`src/rtl/eth_pkg.sv`:
```
// Shared Ethernet constants, receive-FSM state type and small helpers.
package eth_pkg;

    localparam logic [7:0]  PREAMBLE_BYTE = 8'h55;
    localparam logic [7:0]  SFD_BYTE      = 8'hD5;
    localparam logic [31:0] CRC_INIT      = 32'hFFFF_FFFF;
    // Residue in the non-reflected (MSB-first) orientation.
    localparam logic [31:0] CRC_RESIDUE   = 32'hC704_DD7B;
    localparam logic [47:0] BCAST_MAC     = 48'hFFFF_FFFF_FFFF;
    localparam int unsigned HDR_LEN       = 14;
    localparam int unsigned FCS_LEN       = 4;

    typedef enum logic [2:0] {
        ST_IDLE     = 3'd0,
        ST_PREAMBLE = 3'd1,
        ST_HEADER   = 3'd2,
        ST_PAYLOAD  = 3'd3,
        ST_DROP     = 3'd4
    } rx_state_t;

    // The CRC register is kept in reflected (LSB-first) order, so it has to
    // be bit-reversed before it can be compared against CRC_RESIDUE.
    function automatic logic [31:0] bitrev32(input logic [31:0] v);
        logic [31:0] r;
        for (int i = 0; i < 32; i++) begin
            r[i] = v[31-i];
        end
        return r;
    endfunction

endpackage

```
`src/rtl/crc32_d8.sv`:
```
// Combinational next-state of the reflected Ethernet CRC-32 for one byte,
// data consumed LSB first. Shared by the receive and transmit MACs.
module crc32_d8 (
    input  logic [31:0] crc_in,
    input  logic [7:0]  data_in,
    output logic [31:0] crc_out
);

    // Reflected form of polynomial 04C11DB7.
    localparam logic [31:0] POLY_REFL = 32'hEDB8_8320;

    logic [31:0] stage [0:8];

    assign stage[0] = crc_in;

    // One shift/conditional-xor stage per data bit.
    for (genvar gi = 0; gi < 8; gi++) begin : g_bit
        logic fb;
        assign fb           = stage[gi][0] ^ data_in[gi];
        assign stage[gi+1]  = {1'b0, stage[gi][31:1]} ^ (fb ? POLY_REFL : 32'h0);
    end

    assign crc_out = stage[8];

endmodule

```
`src/rtl/gmii_rx_mac.sv`:
```
// GMII receive MAC: strips preamble/SFD, filters on destination MAC, checks
// the FCS and forwards the payload with the trailing FCS bytes removed.
module gmii_rx_mac
    import eth_pkg::*;
#(
    parameter logic [47:0] BOARD_MAC = 48'h00_11_22_33_44_55,
    parameter int unsigned MAX_FRAME = 1518,
    parameter int unsigned MIN_FRAME = 64
) (
    input  logic        clk,
    input  logic        rst_n,
    input  logic        gmii_rx_dv,
    input  logic [7:0]  gmii_rxd,
    output logic        out_valid,
    output logic [7:0]  out_data,
    output logic        out_sof,
    output logic [15:0] eth_type,
    output logic [47:0] src_mac,
    output logic        frame_done,
    output logic        frame_ok,
    output logic [10:0] frame_len
);

    localparam int unsigned OVERHEAD = HDR_LEN + FCS_LEN;
    localparam logic [10:0] MAX_PAY  = 11'(MAX_FRAME - OVERHEAD);
    localparam logic [10:0] MIN_PAY  = 11'(MIN_FRAME - OVERHEAD);

    rx_state_t        state_q, state_d;
    logic [2:0]       pre_cnt_q, pre_cnt_d;
    logic [3:0]       hdr_cnt_q, hdr_cnt_d;
    logic [103:0]     hdr_q, hdr_d;          // previous 13 header bytes
    logic [31:0]      crc_q, crc_d;
    logic [3:0][7:0]  line_q, line_d;        // [3] is the oldest byte
    logic [2:0]       line_cnt_q, line_cnt_d;
    logic [10:0]      out_cnt_q, out_cnt_d;
    logic             err_q, err_d;          // sticky oversize flag

    logic             out_valid_q, out_valid_d;
    logic [7:0]       out_data_q, out_data_d;
    logic             out_sof_q, out_sof_d;
    logic [15:0]      eth_type_q, eth_type_d;
    logic [47:0]      src_mac_q, src_mac_d;
    logic             frame_done_q, frame_done_d;
    logic             frame_ok_q, frame_ok_d;
    logic [10:0]      frame_len_q, frame_len_d;

    logic [31:0]      crc_next;
    logic [111:0]     hdr_full;
    logic             crc_good;
    logic             len_legal;

    crc32_d8 u_crc (
        .crc_in  (crc_q),
        .data_in (gmii_rxd),
        .crc_out (crc_next)
    );

    assign hdr_full  = {hdr_q, gmii_rxd};
    assign crc_good  = (bitrev32(crc_q) == CRC_RESIDUE);
    assign len_legal = !err_q && (out_cnt_q >= MIN_PAY) && (out_cnt_q <= MAX_PAY);

    // Next-state and datapath decode; every target defaults to hold/idle.
    always_comb begin
        state_d      = state_q;
        pre_cnt_d    = pre_cnt_q;
        hdr_cnt_d    = hdr_cnt_q;
        hdr_d        = hdr_q;
        crc_d        = crc_q;
        line_d       = line_q;
        line_cnt_d   = line_cnt_q;
        out_cnt_d    = out_cnt_q;
        err_d        = err_q;
        out_valid_d  = 1'b0;
        out_data_d   = out_data_q;
        out_sof_d    = 1'b0;
        eth_type_d   = eth_type_q;
        src_mac_d    = src_mac_q;
        frame_done_d = 1'b0;
        frame_ok_d   = 1'b0;
        frame_len_d  = frame_len_q;

        unique case (state_q)
            ST_IDLE: begin
                if (gmii_rx_dv) begin
                    if (gmii_rxd == PREAMBLE_BYTE) begin
                        state_d   = ST_PREAMBLE;
                        pre_cnt_d = 3'd1;
                    end else begin
                        state_d   = ST_DROP;
                    end
                end
            end

            ST_PREAMBLE: begin
                if (!gmii_rx_dv) begin
                    state_d = ST_IDLE;
                end else if (gmii_rxd == PREAMBLE_BYTE) begin
                    if (pre_cnt_q == 3'd7) begin
                        state_d = ST_DROP;
                    end else begin
                        pre_cnt_d = pre_cnt_q + 3'd1;
                    end
                end else if (gmii_rxd == SFD_BYTE && pre_cnt_q != 3'd0) begin
                    state_d   = ST_HEADER;
                    hdr_cnt_d = 4'd0;
                    crc_d     = CRC_INIT;
                end else begin
                    state_d = ST_DROP;
                end
            end

            ST_HEADER: begin
                if (!gmii_rx_dv) begin
                    state_d = ST_IDLE;
                end else begin
                    crc_d     = crc_next;
                    hdr_d     = hdr_full[103:0];
                    hdr_cnt_d = hdr_cnt_q + 4'd1;
                    if (hdr_cnt_q == 4'd5 &&
                        hdr_full[47:0] != BOARD_MAC &&
                        hdr_full[47:0] != BCAST_MAC) begin
                        state_d = ST_DROP;
                    end else if (hdr_cnt_q == 4'd13) begin
                        state_d    = ST_PAYLOAD;
                        src_mac_d  = hdr_full[63:16];
                        eth_type_d = hdr_full[15:0];
                        line_cnt_d = 3'd0;
                        out_cnt_d  = 11'd0;
                        err_d      = 1'b0;
                    end
                end
            end

            ST_PAYLOAD: begin
                if (gmii_rx_dv) begin
                    crc_d  = crc_next;
                    line_d = {line_q[2:0], gmii_rxd};
                    if (line_cnt_q != 3'd4) begin
                        line_cnt_d = line_cnt_q + 3'd1;
                    end else if (err_q || out_cnt_q == MAX_PAY) begin
                        // Oversize: swallow the rest of the frame silently.
                        err_d = 1'b1;
                    end else begin
                        out_valid_d = 1'b1;
                        out_data_d  = line_q[3];
                        out_sof_d   = (out_cnt_q == 11'd0);
                        out_cnt_d   = out_cnt_q + 11'd1;
                    end
                end else begin
                    // Whatever is left in the delay line is the FCS.
                    state_d      = ST_IDLE;
                    frame_done_d = 1'b1;
                    frame_ok_d   = crc_good && len_legal;
                    frame_len_d  = out_cnt_q;
                end
            end

            ST_DROP: begin
                if (!gmii_rx_dv) begin
                    state_d = ST_IDLE;
                end
            end

            default: state_d = ST_IDLE;
        endcase
    end

    // FSM state register.
    always_ff @(posedge clk or negedge rst_n) begin
        if (!rst_n) begin
            state_q <= ST_IDLE;
        end else begin
            state_q <= state_d;
        end
    end

    // Datapath and output registers.
    always_ff @(posedge clk or negedge rst_n) begin
        if (!rst_n) begin
            pre_cnt_q    <= '0;
            hdr_cnt_q    <= '0;
            hdr_q        <= '0;
            crc_q        <= CRC_INIT;
            line_q       <= '0;
            line_cnt_q   <= '0;
            out_cnt_q    <= '0;
            err_q        <= 1'b0;
            out_valid_q  <= 1'b0;
            out_data_q   <= '0;
            out_sof_q    <= 1'b0;
            eth_type_q   <= '0;
            src_mac_q    <= '0;
            frame_done_q <= 1'b0;
            frame_ok_q   <= 1'b0;
            frame_len_q  <= '0;
        end else begin
            pre_cnt_q    <= pre_cnt_d;
            hdr_cnt_q    <= hdr_cnt_d;
            hdr_q        <= hdr_d;
            crc_q        <= crc_d;
            line_q       <= line_d;
            line_cnt_q   <= line_cnt_d;
            out_cnt_q    <= out_cnt_d;
            err_q        <= err_d;
            out_valid_q  <= out_valid_d;
            out_data_q   <= out_data_d;
            out_sof_q    <= out_sof_d;
            eth_type_q   <= eth_type_d;
            src_mac_q    <= src_mac_d;
            frame_done_q <= frame_done_d;
            frame_ok_q   <= frame_ok_d;
            frame_len_q  <= frame_len_d;
        end
    end

    assign out_valid  = out_valid_q;
    assign out_data   = out_data_q;
    assign out_sof    = out_sof_q;
    assign eth_type   = eth_type_q;
    assign src_mac    = src_mac_q;
    assign frame_done = frame_done_q;
    assign frame_ok   = frame_ok_q;
    assign frame_len  = frame_len_q;

endmodule

```
`config.mk`:
```
export PLATFORM = sky130hd
export DESIGN_NAME = gmii_rx_mac
export DESIGN_NICKNAME = d
export VERILOG_FILES = /design/src/rtl/eth_pkg.sv /design/src/rtl/crc32_d8.sv /design/src/rtl/gmii_rx_mac.sv
export SDC_FILE = /design/constraint.sdc
export NUM_CORES = 1
export LEC_CHECK = 0
export CAP_MARGIN = 20
export CELL_PAD_IN_SITES_DETAIL_PLACEMENT = 1
export CELL_PAD_IN_SITES_GLOBAL_PLACEMENT = 1
export CORE_ASPECT_RATIO = 1.5
export CORE_UTILIZATION = 24
export DETAILED_ROUTE_END_ITERATION = 8
export PLACE_DENSITY_LB_ADDON = 0.1
export RECOVER_POWER = 100
export SYNTH_ARGS = -nofsm -noshare
export SYNTH_HDL_FRONTEND = slang
export SYNTH_HIERARCHICAL = 1
export SYNTH_SLANG_ARGS = --single-unit
```
`constraint.sdc`:
```
create_clock -name clk -period 4.5 [get_ports clk]
set_clock_uncertainty 0.15 [all_clocks]
set_input_delay 0.9 -clock clk [delete_from_list [all_inputs] [get_ports clk]]
set_output_delay 0.9 -clock clk [all_outputs]
set_load 0.02 [all_outputs]
```
==> impl_metrics.toml <==
[timing]
finalHoldViolations = 0
min_period_over_period = 0.8330
finalSetupTns_ps = 0
tightestPinTransition_ps = 2854
grt_setup_unrepaired = "false"
layout_min_cycle_time_ps = 3749
slew_viol_final = 180
max-slew-margin-rel = -0.9029
finalSetupViolations = 0
max_freq_mhz = 266.8

[power_and_ir_drop]
power_density_nw_per_um2 = 582.8
power.switching_mw = 2.468
pwr-share-clk = 0.317
p_leak_nw = 6.674
vdd_drop_max_v = 0.0004217
p_total_mw = 7.808
swShare = 0.3161
p_comb_frac = 0.317
p_seq_frac = 0.367
intPower_mw = 5.340

[finish]
nFillCells = 4906
fin_nets = 1108
final_util = 0.3046
diodes = 0
drive_gt1_frac = 0.1881
area_growth_pct = 24.67
layout.cells.non_filler = 1682

[synthesis]
syn-num-nets = 1003
synth_edf_count = 0
synth-compound-area-share = 0.05495
netlist_top_cells_count = "nand2_1 (254), dfrtp_1 (200), mux2_2 (84)"
synth-xor-area-share = 0.09233
synth_top_family_by_area = "simple AND/OR/NAND/NOR gates"
synthSimpleGateAreaFrac = 0.1647
synth_flop_cell = "dfrtp_1"
synth.most_common_cell = "nand2_1"
syn_area_sq_um = 10750
muxShareOfSynthArea = 0.09780
synth_top_area_cell = "dfrtp_1"
yosysTopAreaCellShare = 0.4657
synthArstFlopShare = 1.000
synth_cell_types = 64
synth_warnings = 6
ys_ff_latch = 232
yosysSeqAreaShare = 0.5440
ys_top_cells_by_area = "dfrtp_1 (47%), nand2_1 (8.9%), mux2_2 (8.8%)"
syn_inst = 982
syn_area_per_cell_sq_um = 10.94
synthAdderAreaFrac = 0.01164

[placement]
place_inst = 1634
dp_hpwl_um = 21160
portBuffers = 97
finalWeightedCongestion = 0.7221

[floorplan]
die_w_um = 174.8
pin_count = 98
coreArea_sq_um = 43990
num_rows = 94
initial_utilization = 0.2443
fp.dieArea_sq_um = 45650
dieHeight_um = 261.2

[clocking]
clock_latency_ps = 550
cts-hold-fix-buffers = 0
clockRootBuffer = "clkbuf_16"
path_clk_slew_ps = 70
clockBufferDepth = 3
cts_setup_buffers = 0
htree_levels = 1
numCtsBuffers = 27
post_cts_resized = 0
cts_tree = "built"
cts.sinks = 232

[worst_hold_path]
hold_path_class = "reg2reg"
whs_path_depth = 2
min_from = "src_mac[34]"
min_to = "src_mac[34]"

[worst_setup_path]
crit_fanout = 45
arrival_ps = 4000
r2r-end = "out_cnt_q[7]"
cp-end-kind = "flip-flop"
cp-start-kind = "flip-flop"
crit_required_ps = 4750
crit_type = "reg2reg"
worst_r2r_startpoint = "state_q[1]"
r2r_setup_slack_ps = 750
reg2reg_depth = 7

[routing]
wl_per_cell_um = 18.43
drt-pass1-iter-count = 4
drt-initial-drc-count = 278
vias = 7368
antenna_left = 0
viasPerCell = 4.380
route.detailed.drc = 0
wl_um = 31000

[global_route]
grt-ovfl-total = 0
track_usage = 0.1391
grt_pass1_wl_um = 49130
antenna_found_initial = 0
grt_pass1_vias = 8067
grt_max_degree = 102

[job]
maxCapViolCount = 3

[outcome]
violations = "max-capacitance violations, max-slew violations"
status = "finished with violations"
cells by family after synthesis:
kind of cell / Yosys count
AOI/OAI and AO/OA: 88
xor gates and xnor gates: 68
adders and majority gates: 10
buffers and inverters: 94
DFF: 232
muxes: 91
and+or+nand+nor: 399
cell type report:
type	count	area, sq um	area share
clock buffer	32	724.4	0.05407
tap	576	720.7	0.05379
inverter	48	180.2	0.01345
multi-input combinational	656	4506	0.3363
timing repair buffer	122	1160	0.08657
sequential	232	5846	0.4363
clock inverter	16	261.5	0.01952
metal layers:
layer  track usage  up-vias  wire length, um
met3       0.01524       35              713
met4       0.03792        0              633
li1              -     3490                -
met5             0        -                0
met2        0.2576       79            16590
met1        0.1693     3764            13070
cell usage in the layout, fill, tap and decap left out, types with 27 or more instances in the layout:
cell	synthesis	routed
inv_1	48	48
a31oi_1	33	33
nand2_1	254	253
xnor2_1	31	31
dfrtp_1	200	200
dfstp_2	32	32
dlygate4sd3_1	0	89
mux2_2	84	84
nor2_1	49	48
clkbuf_16	0	27
worst max path at each step:
stage | from | end | slack, ps | cells past startpoint
floorplan | gmii_rxd[1] | out_data[1] | 1500 | 7
global placement | gmii_rxd[3] | out_data[5] | 450 | 7
detailed placement | gmii_rxd[3] | out_data[2] | 390 | 7
CTS | gmii_rxd[3] | out_data[5] | 980 | 7
global route | rst_n | line_q[10] | 400 | 2
finish | state_q[1] | out_cnt_q[7] | 750 | 7
metrics by stage:
step	cell area, sq um	setup slack (ps)	hold WS (ps)
5_1_grt	13400	403.4	347.8
3_3_place_gp	12510	452.1	311.4
3_5_place_dp	12510	385.9	313.1
4_1_cts	13500	977.0	268.2
2_1_floorplan	10750	1505	288.6
6_report	13400	751.4	316.4
power by group through the flow:
stage	clock network [mW]	registers [mW]	logic (mW)
floorplan	0	2.71	2.03
global placement	0	2.92	2.54
detailed placement	0	2.92	2.55
CTS	2.58	2.88	2.57
global route	2.64	2.93	2.75
finish	2.47	2.86	2.47
worst max-delay path: stages, from the launching register on:
cell,delay [ps]
dfrtp_1,1450
nand2b_1,320
or3_1,500
o31a_1,190
a2111oi_0,430
clkbuf_1,310
a31o_2,200
a21oi_1,50
registers in the layout, indices dropped and copies added, names as in the netlist:
| name | count |
|---|---|
| line_q | 32 |
| out_sof | 1 |
| src_mac | 48 |
| hdr_q | 56 |
| state_q | 3 |
| hdr_cnt_q | 4 |
| err_q | 1 |
| frame_done | 1 |
| frame_ok | 1 |
| out_valid | 1 |
| out_cnt_q | 11 |
| crc_q | 32 |
| eth_type | 16 |
| frame_len | 11 |
| line_cnt_q | 3 |
| out_data | 8 |
| pre_cnt_q | 3 |
Power figures use the tool's default switching activity.
